### config.mk
export PLATFORM = sky130hd
export DESIGN_NAME = whirlpool_wcipher_pi_theta_sigma
export DESIGN_NICKNAME = d
export VERILOG_FILES = /design/src/rtl/whirlpool_wcipher_pkg.sv /design/src/rtl/whirlpool_wcipher_theta_row.sv /design/src/rtl/whirlpool_wcipher_pi_theta_sigma.sv
export SDC_FILE = /design/constraint.sdc
export NUM_CORES = 2
export LEC_CHECK = 0
export BUFFER_PORTS_ARGS = -buffer_cell sky130_fd_sc_hd__buf_2
export CELL_PAD_IN_SITES_DETAIL_PLACEMENT = 1
export CELL_PAD_IN_SITES_GLOBAL_PLACEMENT = 1
export CORE_AREA = 2 2 601 603
export CTS_BUF_LIST = sky130_fd_sc_hd__clkbuf_16
export CTS_CLUSTER_DIAMETER = 60
export DETAILED_ROUTE_END_ITERATION = 16
export DIE_AREA = 0 0 603 605
export GPL_TIMING_DRIVEN = 0
export PLACE_DENSITY = 0.4
export SLEW_MARGIN = 20
export SYNTH_ARGS = -nofsm -noshare
export SYNTH_HDL_FRONTEND = slang
export SYNTH_SLANG_ARGS = --single-unit
### constraint.sdc
create_clock -name i_clk -period 3.6 [get_ports i_clk]
set_input_delay 0.18 -clock i_clk [delete_from_list [all_inputs] [get_ports i_clk]]
set_output_delay 0.18 -clock i_clk [all_outputs]
set_load 0.01 [all_outputs]
### src/rtl/whirlpool_wcipher_pkg.sv
// Shared constants, types and GF(2^8) helpers for the Whirlpool W-cipher round back-end.
package whirlpool_wcipher_pkg;

    localparam int STATE_W = 512;
    localparam int ROW_W   = 64;
    localparam int BYTE_W  = 8;

    localparam logic [7:0] GF_RED = 8'h1D;

    localparam logic [7:0] THETA_C [8] = '{8'h01, 8'h01, 8'h04, 8'h01,
                                           8'h08, 8'h05, 8'h02, 8'h09};

    typedef enum logic [1:0] {
        IDLE,
        RUN,
        DONE
    } state_e;

    function automatic logic [7:0] xtime(input logic [7:0] x);
        return {x[6:0], 1'b0} ^ (x[7] ? GF_RED : 8'h00);
    endfunction

    // Shift-and-add product; with a constant coefficient this folds to a few XORs.
    function automatic logic [7:0] gf_mul(input logic [7:0] a, input logic [7:0] b);
        logic [7:0] acc;
        logic [7:0] p;
        acc = '0;
        p   = a;
        for (int i = 0; i < 8; i++) begin
            if (b[i]) acc = acc ^ p;
            p = xtime(p);
        end
        return acc;
    endfunction

    // Source row of pi: b[r][c] = a[(r-c) mod 8][c]; 3-bit wrap gives the mod.
    function automatic logic [2:0] pi_src_row(input logic [2:0] r, input logic [2:0] c);
        return r - c;
    endfunction

endpackage

### src/rtl/whirlpool_wcipher_theta_row.sv
// Combinational theta (MixRows) for one 64-bit row of the cipher state.
module whirlpool_wcipher_theta_row
    import whirlpool_wcipher_pkg::*;
(
    input  logic [0:ROW_W-1] i_row,
    output logic [0:ROW_W-1] o_row
);

    always_comb begin
        // NOTE: default first, so every bit is assigned on every pass and no latch is inferred.
        o_row = '0;
        for (int j = 0; j < 8; j++) begin
            for (int k = 0; k < 8; k++) begin
                o_row[BYTE_W*j +: BYTE_W] = o_row[BYTE_W*j +: BYTE_W]
                    ^ gf_mul(i_row[BYTE_W*k +: BYTE_W], THETA_C[3'(j - k)]);
            end
        end
    end

endmodule

### src/rtl/whirlpool_wcipher_pi_theta_sigma.sv
// Whirlpool W-cipher round back-end: pi, theta (ROWS_PER_CYCLE rows/clock), optional sigma.
// Define WHIRLPOOL_WCIPHER_SIGMA_EN to register i_key and XOR it into each result row.
module whirlpool_wcipher_pi_theta_sigma
    import whirlpool_wcipher_pkg::*;
#(
    parameter int ROWS_PER_CYCLE = 1
) (
    input  logic             i_clk,
    input  logic             i_rst_n,
    input  logic             i_valid,
    output logic             o_ready,
    input  logic [0:511]     i_data,
    input  logic [0:511]     i_key,
    output logic             o_valid,
    input  logic             i_ready,
    output logic [0:511]     o_data,
    output logic             o_busy
);

    // With ROWS_PER_CYCLE=8 the step truncates to 0 and the last group starts at row 0.
    localparam logic [2:0] CNT_STEP = 3'(ROWS_PER_CYCLE);
    localparam logic [2:0] CNT_LAST = 3'(8 - ROWS_PER_CYCLE);

    state_e               r_state;
    state_e               w_next;
    logic [2:0]           r_cnt;
    logic [0:STATE_W-1]   r_b;
    logic [0:STATE_W-1]   r_data;
    logic                 r_valid;
    logic                 r_busy;
    logic                 w_accept;
    logic [0:STATE_W-1]   w_pi;

    logic [2:0]           w_idx     [ROWS_PER_CYCLE];
    logic [0:ROW_W-1]     w_row_in  [ROWS_PER_CYCLE];
    logic [0:ROW_W-1]     w_row_out [ROWS_PER_CYCLE];
    logic [0:ROW_W-1]     w_row_res [ROWS_PER_CYCLE];

    for (genvar r = 0; r < 8; r++) begin : g_pi_r
        for (genvar c = 0; c < 8; c++) begin : g_pi_c
            assign w_pi[ROW_W*r + BYTE_W*c +: BYTE_W] =
                i_data[ROW_W*pi_src_row(3'(r), 3'(c)) + BYTE_W*c +: BYTE_W];
        end
    end

`ifdef WHIRLPOOL_WCIPHER_SIGMA_EN
    logic [0:STATE_W-1] r_key;

    always_ff @(posedge i_clk or negedge i_rst_n) begin
        if (!i_rst_n) begin
            r_key <= '0;
        end else if (w_accept) begin
            r_key <= i_key;
        end
    end
`else
    logic w_unused_key;
    assign w_unused_key = ^i_key;
`endif

    for (genvar g = 0; g < ROWS_PER_CYCLE; g++) begin : g_row
        assign w_idx[g]    = r_cnt + 3'(g);
        assign w_row_in[g] = r_b[ROW_W*w_idx[g] +: ROW_W];

        whirlpool_wcipher_theta_row u_theta (
            .i_row (w_row_in[g]),
            .o_row (w_row_out[g])
        );

`ifdef WHIRLPOOL_WCIPHER_SIGMA_EN
        assign w_row_res[g] = w_row_out[g] ^ r_key[ROW_W*w_idx[g] +: ROW_W];
`else
        assign w_row_res[g] = w_row_out[g];
`endif
    end

    // Registered flags follow the next state so they line up with r_state.
    always_ff @(posedge i_clk or negedge i_rst_n) begin
        if (!i_rst_n) begin
            r_state <= IDLE;
            r_valid <= 1'b0;
            r_busy  <= 1'b0;
        end else begin
            // NOTE: non-blocking assignments keep every flop sampling pre-edge values.
            r_state <= w_next;
            r_valid <= (w_next == DONE);
            r_busy  <= (w_next == RUN);
        end
    end

    always_comb begin
        w_next = r_state;
        unique case (r_state)
            IDLE:    if (w_accept) w_next = RUN;
            RUN:     if (r_cnt == CNT_LAST) w_next = DONE;
            DONE:    if (i_ready) w_next = w_accept ? RUN : IDLE;
            default: w_next = IDLE;
        endcase
    end

    always_comb begin
        o_ready = (r_state == IDLE) || ((r_state == DONE) && i_ready);
    end

    assign w_accept = i_valid && o_ready;

    always_ff @(posedge i_clk or negedge i_rst_n) begin
        if (!i_rst_n) begin
            // NOTE: the wide state and result registers are reset too, so no earlier block survives a reset.
            r_b    <= '0;
            r_cnt  <= '0;
            r_data <= '0;
        end else if (w_accept) begin
            r_b   <= w_pi;
            r_cnt <= '0;
        end else if (r_state == RUN) begin
            r_cnt <= r_cnt + CNT_STEP;
            for (int g = 0; g < ROWS_PER_CYCLE; g++) begin
                r_data[ROW_W*w_idx[g] +: ROW_W] <= w_row_res[g];
            end
        end
    end

    assign o_valid = r_valid;
    assign o_busy  = r_busy;
    assign o_data  = r_data;

endmodule

==> reports/summary.md <==
The area growth from synthesis to layout is 62.6%. The worst setup path is launched from a flip-flop. The die covers 365000 sq um.

Yosys printed 0 warnings. Data arrives at the worst endpoint at 4.14 ns. The gate family responsible for the most delay along the worst path is buffers and inverters.

For this run, the slowest stage of the critical path takes 0.49 ns. The sequential cell area fraction in the yosys report was 0.590; the number of instances in the synthesized netlist was 3110. For the max-slew violation count, the log shows 0. The effective utilization at floorplan was 0.122; the largest buffer count on any clock path was 4. The slowest stage of the critical path is the dfrtp_1 cell. Yosys attributes the largest share of cell area to dfrtp_1, mux2_2, mux4_2.

Number of buffers added by the clock tree synthesis step: 166. The tool flagged a number of max-cap violations equal to 0. The number of sinks handled by clock tree synthesis is 1031, and the DRC marker count from the first detailed-route iteration is 1772. Area share of the largest cell type after synthesis: 0.590. For the via count of the first global-routing pass, the log shows 38672. The worst path meets setup with 0.145 ns of slack.

The run gives 4.29 ns as the data required time at the worst endpoint. The smallest clock period supported by the final layout is computed as 3.46 ns. The most common flop cell mapped by yosys was dfrtp_1. Biggest area consumer among synthesized cells: dfrtp_1.

The clock reaches the later pin of the worst-skew pair after 0.88 ns. The tightest hold path in the finished design has a slack of 0.108 ns. Detailed placement finished with a half-perimeter wire length of 234 mm. Entering global routing, the biggest net connects 126 pins.

In the routed design, unresolved DRC markers number 0. In this run the core area contains 220 standard-cell rows. The netlist uses 35 different library cells.

The run gives 0.281 as the worst relative slew slack. The proportion of synthesized flip-flops having asynchronous set or reset was 1.00; the number of nets in the synthesized netlist was 4144. The initial antenna violation count was 110; the post-synthesis area per instance was 14.1 sq um. After detailed routing, the average wire length per cell comes to 29.1 um. Input and output buffers added on the ports amount to 1030.

The tools report the count of final setup violators as 0. The synthesized design contains 1031 register bits. Summed over all layers, the routed wires come to 292 mm. The pre-antenna-repair detailed-routing pass consisted of 4 iterations. Between clock sinks in the finished design, the worst skew comes to 0.0702 ns. TritonCTS built the clock tree. The count of flip-flops with a built-in enable after synthesis was 0; the core outline area was 358000 sq um. The minimum setup slack after placement came out at -1.63 ns. Highest net fanout along the worst path: 10. Total global-route track usage: 0.157. Period utilization: 0.960. The buffer and inverter count on the worst path is 4, and the number of levels the H-tree was split into is 4.

Width of the die: 603 um. The number of ports placed on the die boundary is 1543. Setup repair after global routing could not meet its margin everywhere.

The height of the chip is 605 um. The tools report the total via count in the routed design as 35213. By count the netlist is led by dfrtp_1, mux2_2, nand2_1. Leftover overflow at the end of global routing: 0.

In the final design database the tool counted 6124 nets. The critical path is of the reg2reg type. STA classifies the critical path endpoint as a flip-flop. The number of vias per cell after detailed routing was 3.51. The tools report the area of the mapped netlist as 43700 sq um.

After clock tree synthesis, the clock-pin slew on the worst setup and hold paths is 0.05 ns. The congestion estimate from routability-driven global placement came to 0.763. Clock tree synthesis selected as its root buffer the cell clkbuf_16.

The first global-routing pass estimated 381 mm of wire. For the count of antenna-violating nets left after detailed routing, the log shows 0. In the post-synthesis netlist, the cell with the most instances is dfrtp_1. The tools report the number of hold violations in the final report as 0. The critical path goes through buf_2 > clkbuf_2 > buf_12 > mux4_2 > mux2i_4 > xnor2_1 > xnor2_4 > buf_6 > o21ai_0. At the pin with the least slew margin, the transition time is 1.08 ns. The fraction of layout instances using a drive strength above 1 is 0.464, and the timing-limited maximum frequency is 289 MHz. The path class of the tightest hold or removal check is in2reg.

The run finished with clean final reports.
cell usage in the layout (no fill, tap or decap), types with 106 or more instances in the layout:
cell and instances:
dlygate4sd3_1 592, xnor2_1 106, clkbuf_16 167, nand2_1 376, mux2_2 512, buf_2 1038
o21ai_0 299, dfrtp_1 1031, a22o_1 144, mux4_2 133
layer usage:
layer  wire [um]  share of wire  track usage  vias up
met5         389         0.0013            0        -
met4        9340          0.032       0.0475       62
met3       14800          0.051       0.0329      394
met2      149000           0.51        0.283     1185
met1      119000           0.41        0.185    18400
li1            -              -            -    15172
stage by stage:
stage	area (sq um)	instances	setup TNS, ns	utilization
final	71100	10038	0	0.199
after CTS	70900	9986	0	0.198
after detailed placement	57200	9006	-728.91	0.160
after global placement	54900	8913	-	0.153
after floorplan	43700	3110	0	-
after global routing	71100	10026	-0.00255	0.199
flip-flops by register name, summed over array words and instances (netlist names):
signal,cells
o_data,512
r_cnt,3
r_b,512
o_valid,1
r_state,2
o_busy,1
cells by family (layout without fill, tap and decap cells):
group	count (synthesis)	count (layout)	share of synthesized area
mux	709	709	0.227
fa+ha+maj	6	6	0.00172
other cells	0	49	0
simple gates	409	409	0.0362
flops	1031	1031	0.590
compound gates	521	521	0.0720
buf+inv	204	2310	0.0207
xor+xnor	230	230	0.0526
cell type report:
class | count | area, sq um
fill | 40343 | 287000
sequential | 1031 | 25800
multi-input combinational | 1875 | 18300
timing repair buffer | 1815 | 14400
tap | 4773 | 5970
clock buffer | 167 | 4180
buffer | 197 | 1190
clock inverter | 127 | 1170
antenna | 49 | 123
inverter | 4 | 30.0
what timing repair did:
| action | in CTS | in global routing |
|---|---|---|
| hold buffers | 593 | 0 |
| pin swaps | 29 | 0 |
| endpoints found under the hold margin | 989 | 0 |
| setup buffers | 96 | 3 |
| gates resized for setup | 174 | 12 |
| cloned | 0 | 0 |
| setup endpoints to repair | 841 | 54 |
worst reg2reg max path, stage by stage, from the launching register on:
cell and delay, ns:
dfrtp_1 0.49, buf_2 0.29, clkbuf_2 0.39, buf_12 0.25, mux4_2 0.35, mux2i_4 0.45
xnor2_1 0.28, xnor2_4 0.46, buf_6 0.23, o21ai_0 0.12
path summary, 6_finish.rpt:
path	startpoint	to	slack (ns)	depth (start not counted)
worst max-delay path	r_cnt[2]$_DFFE_PN0P_	o_data[318]$_DFFE_PN0P_	0.14	9
worst max register to register	r_cnt[2]$_DFFE_PN0P_	o_data[318]$_DFFE_PN0P_	0.14	9
max in group asynchronous	i_rst_n	o_data[472]$_DFFE_PN0P_	0.56	7
worst min register to register	o_data[391]$_DFFE_PN0P_	o_data[391]$_DFFE_PN0P_	0.47	2
worst min-delay path	i_data[33]	r_b[289]$_DFFE_PN0P_	0.11	3
min in group asynchronous	i_rst_n	r_b[82]$_DFFE_PN0P_	0.58	4
Power is not shown: default switching activity piles up to over one toggle a cycle in this logic, so the estimate is an artifact.
